[config.mk]
export PLATFORM = sky130hd
export DESIGN_NAME = register_file
export DESIGN_NICKNAME = d
export VERILOG_FILES = /design/src/rtl/register_file.sv
export SDC_FILE = /design/constraint.sdc
export NUM_CORES = 2
export LEC_CHECK = 0
export CORE_MARGIN = 3
export CORE_UTILIZATION = 40
export DETAILED_ROUTE_END_ITERATION = 10
export SYNTH_ARGS = -nofsm -noshare
export SYNTH_HDL_FRONTEND = slang
export SYNTH_SLANG_ARGS = --single-unit
[constraint.sdc]
create_clock -name clk -period 48.3 [get_ports clk]
set_input_delay 9.66 -clock clk [delete_from_list [all_inputs] [get_ports clk]]
set_output_delay 9.66 -clock clk [all_outputs]
set_load 0.01 [all_outputs]
[src/rtl/register_file.sv]
// 32 x 32 register file: two write ports, two registered read ports with
// same-cycle write forwarding, and a per-register pending scoreboard.
module register_file #(
  parameter bit ZERO_R0 = 1'b1,
  parameter int DEPTH   = 32
) (
  input  logic        clk,
  input  logic        rst,
  input  logic [1:0]  write,
  input  logic [31:0] wr1,
  input  logic [31:0] wr2,
  input  logic [4:0]  wa1,
  input  logic [4:0]  wa2,
  input  logic        re,
  input  logic [4:0]  ra1,
  input  logic [4:0]  ra2,
  output logic [31:0] rd1,
  output logic [31:0] rd2,
  input  logic        lock,
  input  logic [4:0]  la,
  output logic        busy1,
  output logic        busy2
);

  logic [31:0]      r_regs [DEPTH];
  logic [31:0]      r_rd1;
  logic [31:0]      r_rd2;
  logic [DEPTH-1:0] r_pend;

  logic             w_we1;
  logic             w_we2;
  logic             w_lock;
  logic [31:0]      w_rd1_nxt;
  logic [31:0]      w_rd2_nxt;
  logic [DEPTH-1:0] w_pend_nxt;

  // Writes (and locks) aimed at r0 are squashed up front so r0 stays zero.
  assign w_we1  = write[0] && !(ZERO_R0 && (wa1 == 5'd0));
  assign w_we2  = write[1] && !(ZERO_R0 && (wa2 == 5'd0));
  assign w_lock = lock     && !(ZERO_R0 && (la  == 5'd0));

  always_comb begin
    w_rd1_nxt = r_regs[ra1];
    if (w_we1 && (wa1 == ra1)) w_rd1_nxt = wr1;
    if (w_we2 && (wa2 == ra1)) w_rd1_nxt = wr2;
  end

  always_comb begin
    w_rd2_nxt = r_regs[ra2];
    if (w_we1 && (wa1 == ra2)) w_rd2_nxt = wr1;
    if (w_we2 && (wa2 == ra2)) w_rd2_nxt = wr2;
  end

  // Writeback clears first, then a new lock re-sets the bit.
  always_comb begin
    w_pend_nxt = r_pend;
    if (w_we1)  w_pend_nxt[wa1] = 1'b0;
    if (w_we2)  w_pend_nxt[wa2] = 1'b0;
    if (w_lock) w_pend_nxt[la]  = 1'b1;
  end

  always_ff @(posedge clk or posedge rst) begin
    if (rst) begin
      for (int i = 0; i < DEPTH; i++) r_regs[i] <= '0;
    end else begin
      if (w_we1) r_regs[wa1] <= wr1;
      if (w_we2) r_regs[wa2] <= wr2;
    end
  end

  always_ff @(posedge clk or posedge rst) begin
    if (rst) begin
      r_rd1  <= '0;
      r_rd2  <= '0;
      r_pend <= '0;
    end else begin
      if (re) begin
        r_rd1 <= w_rd1_nxt;
        r_rd2 <= w_rd2_nxt;
      end
      r_pend <= w_pend_nxt;
    end
  end

  assign rd1   = r_rd1;
  assign rd2   = r_rd2;
  assign busy1 = r_pend[ra1];
  assign busy2 = r_pend[ra2];

endmodule

# Word level (Yosys, flattened, before mapping)
# Index checks and enable logic that the tools add are counted.
# totals
register_bits	1120
out_inout_bits	66
wordCells	111
in_bits	95
# classes
order_cmp	14
muxes	31
n_reduce_logical	18
bitwise	9
eq_ne	4
# op_table
op	n
1024-bit bitwise mux	2
1024-bit two-way mux	2
32-bit two-way mux	13
32-bit binary-select mux with 5-bit select	2
32-bit demux with 5-bit select	2
32-bit AND	2
32-bit inverter	2
32-bit bitwise OR	1
5-bit by 6-bit less-than comparator with 1-bit output, second input constant	5
6-bit greater-or-equal comparator, second input constant	4
5-bit inverter with 6-bit output	4
5-bit equality test	4
1-bit demux with 5-bit select	3
5-bit by 1-bit greater-or-equal comparator with 1-bit output, second input constant	3
5-bit zero test	3
1-bit logical AND	12
6-bit by 1-bit less-than comparator with 1-bit output, second input constant	2
1-bit binary-select mux with 5-bit select	2
1-bit two-way mux	5
1-bit zero test	3

# Logic depth before layout (Yosys ltp)
# logic_depth
depth_word	11
ltp_mapped	10
depth_no_buf	6

# Worst setup path before layout
# Ideal clock, no wire load.
# synth_path
path_kind	in2out
start	input ra2[1]
end	output busy2
t_arrival_ns	11.266
path_stages	6
n_path_buf	3
setup_slack_ns	27.374
required_time_ns	38.640
path_cell_list	buf_2 buf_2 buf_2 mux4_2 mux4_2 mux2_2
# synth_via
elab_chain_cells	2
# synth_rtl
item	line	text
from (decl)	16	input logic [4:0] ra2,
1-bit binary-select mux with 5-bit select	88	assign busy2 = r_pend[ra2];
1-bit two-way mux (not written as such)	88	
to (decl)	22	output logic busy2
# No other way between the ends. The select of a mux whose other input is x is not followed.

# Worst setup path in the final report
# layout_path
start	input ra1[0]
end	output busy1
# layout_via
elab_chain_cells	2
# layout_rtl
item	line	text
from (decl)	15	input logic [4:0] ra1,
1-bit binary-select mux with 5-bit select	87	assign busy1 = r_pend[ra1];
1-bit two-way mux (not written as such)	87	
to (decl)	21	output logic busy1,
# No other way between the ends. The select of a mux whose other input is x is not followed.

==> summary.md <==
| Metric | Value |
|---|---|
| Outcome | finished, final reports clean |
| Total grt overflow | 0 |
| Crit path buffers/inverters | 3 |
| WP data arrival | 12.97 ns |
| Synth area leaders | dfrtp_1 (40%), mux2i_1 (25%), a21oi_1 (6.6%) |
| Largest net degree at the start of global routing | 174 |
| Syn_area_per_cell | 9.558 µm² |
| Initial DRC Count | 8199 |
| Post_cts resized | 0 |
| Synthesized instance count | 7263 |
| Type of the worst setup path | in2out |
| CP Launch Type | primary input |
| Internal | 2147 µW |
| Synth warnings | 0 |
| Psw | 1008 µW |
| Setup-failing EPs final | 0 |
| Sw Share | 0.3195 |
| #FFs+latches synth | 1120 |
| Post-layout min period | 22.63 ns |
| First-pass GRT wire length | 414700 µm |
| Clock Sinks | 1120 |
| Async SR Flop Fraction | 1.000 |
| HPWL Detailed | 149300 µm |
| Layout area overhead | 10.15% |
| Clock Power Share | 0.328 |
| Yosys top cell by area | dfrtp_1 |
| Placer Congestion | 0.8579 |
| Relative slew slack | 0.06336 |
| Fmax achieved | 44.19 MHz |
| Port Buffers | 160 |
| Post-route ant nets | 0 |
| Logic pwr share | 0.235 |
| Final worst slack | 25.67 ns |
| CTS root buf | clkbuf_16 |
| Critical path required time | 38.64 ns |
| Setup bufs post-CTS | 0 |
| Reg clk slew, reported paths | 0.06 ns |
| Post-synth top area share | 0.4037 |
| Worst-Skew Late Latency | 0.80 ns |
| Drt drc | 0 |
| Pin slew with the least headroom to its limit | 1.401 ns |
| CTS tree | done |
| Starting Density | 0.4033 |
| Hold crit path type | reg2reg |
| Pwr/cell area | 41.26 nW/µm² |
| Die X | 422.6 µm |
| Max-Cap Viols | 0 |
| Cell Area, Synth | 69420 µm² |
| Total Wirelength | 290900 µm |
| Worst path slowest cell | buf_4 |
| Site row count | 152 |
| Static Leak | 0.03532 µW |
| Synth unique cells | 56 |
| Initial antenna violation count | 11 |
| DRT Pass-1 Iters | 7 |
| Seq pwr share | 0.437 |
| Synth top cells by count | mux2i_1 (1747), dfrtp_1 (1120), a21oi_1 (920) |
| Share of layout cells above drive strength 1 | 0.08816 |
| Most numerous cell in the Yosys netlist | mux2i_1 |
| Hold Fails Final Rpt | 0 |
| Placement Setup Slack | 25.73 ns |
| Worst vdd ir | 23.34 µV |
| Final period util | 0.4685 |
| TritonCTS buffer count | 133 |
| Vias in the first global route | 57071 |
| Final #Nets | 6957 |
| CP Max Fanout | 58 |
| Boundary Pins | 161 |
| Htree depth | 4 |
| Setup_tns | 0 ns |
| Drt wl/cell | 31.33 µm |
| Via count | 59149 |
| Vias per cell | 6.370 |
| EDFF count, synth | 0 |
| Die Area | 178600 µm² |
| CTS Hold Bufs | 0 |
| Post-synth top flop | dfrtp_1 |
| GRT Total Usage | 0.3147 |
| Critical Path Sink Type | output pin |
| Most Frequent Cell on Critical Path | mux4_2 |
| Final Max Tran Viols | 0 |
| Core area | 172100 µm² |
| Critical path's top delay family | buffers and inverters |
| Cell Chain, Critical Path | buf_6 > buf_4 > mux4_2 > mux4_2 > mux2_2 > clkdlybuf4s50_1 |
| Max clock buf depth | 3 |
| RSZ-0062 raised after global routing | false |
| Syn Nets | 7358 |
| Chip Height | 422.6 µm |
| Max stage delay on crit path | 0.88 ns |
| Setup Skew | 0.03615 ns |
| Seq/Total Area, Yosys | 0.4037 |
per-stage QoR:
step	instance area (µm²)	hold WS (ns)	power (µW)	util	cells
after floorplan	69420	0.4413	1893	-	7263
after global placement	72040	0.3808	2082	0.4186	9037
after detailed placement	72040	0.3865	2115	0.4186	9037
after CTS	76440	0.3995	3146	0.4441	9275
after global routing	76460	0.4116	3302	0.4442	9280
final	76470	0.3994	3155	0.4443	9285
flip-flops by register name, indices dropped and copies added, names as in the netlist:
name    flops
r_regs   1024
r_pend     32
rd1        32
rd2        32
area by class of cell:
| class | instances | area [µm²] |
|---|---|---|
| Fill cell | 16274 | 95650 |
| Multi-Input combinational cell | 5239 | 38000 |
| Sequential cell | 1120 | 28030 |
| Clock buffer | 202 | 4026 |
| Timing Repair Buffer | 334 | 2993 |
| Tap cell | 2310 | 2890 |
| Clock inverter | 36 | 376.6 |
| Inverter | 34 | 135.1 |
| Antenna cell | 10 | 25.02 |
path summary, 6_finish.rpt:
path                         startpoint      endpoint  slack [ns]  depth (start not counted)
min in group asynchronous           rst   r_regs[826]        9.42                          2
max                              ra1[0]         busy1       25.67                          6
max reg2reg                 r_regs[613]        rd1[5]       46.45                          5
max in group asynchronous           rst   r_regs[393]       35.00                          6
min reg2reg                r_regs[1014]  r_regs[1014]        0.40                          0
min                        r_regs[1014]  r_regs[1014]        0.40                          0
cells by family (layout without fill, tap and decap cells):
group                     Yosys count  after routing  synth area share
AOI/OAI and AO/OA                1772           1772            0.1491
xor gates and xnor gates           20             20          0.002523
buffers and inverters             904            606           0.05692
DFF                              1120           1120            0.4037
muxes                            1886           1886            0.2933
other                               0             10                 0
and+or+nand+nor                  1561           1561           0.09444
routing by layer:
layer	share of wire	up-vias	track usage	wire [µm]
met2	0.45	3558	0.4962	131900
met1	0.38	29179	0.3903	110100
met4	0.074	0	0.2026	21400
li1	-	25375	-	-
met5	0	-	0	0
met3	0.094	1037	0.06785	27470
power groups by stage:
stage / logic, µW / clock network (µW) / registers [µW]
floorplan: 558 / 0 / 1330
global placement: 713 / 0 / 1370
detailed placement: 733 / 0 / 1380
CTS: 734 / 1040 / 1370
global route: 816 / 1080 / 1400
finish: 741 / 1040 / 1380
cell usage in the layout, fill, tap and decap left out, drive strengths merged, types with 31 or more instances in the layout:
cell type / n
clkdlybuf4s50: 155
o21ai: 380
nand2: 402
a221oi: 96
inv: 39
a21oi: 920
dfrtp: 1120
clkbuf: 202
o2bb2ai: 32
nand4: 66
nand3: 201
mux2i: 1747
a221o: 31
buf: 179
mux4: 116
a22oi: 288
nor2: 817
Note: power is estimated with default switching activity, not from simulation.
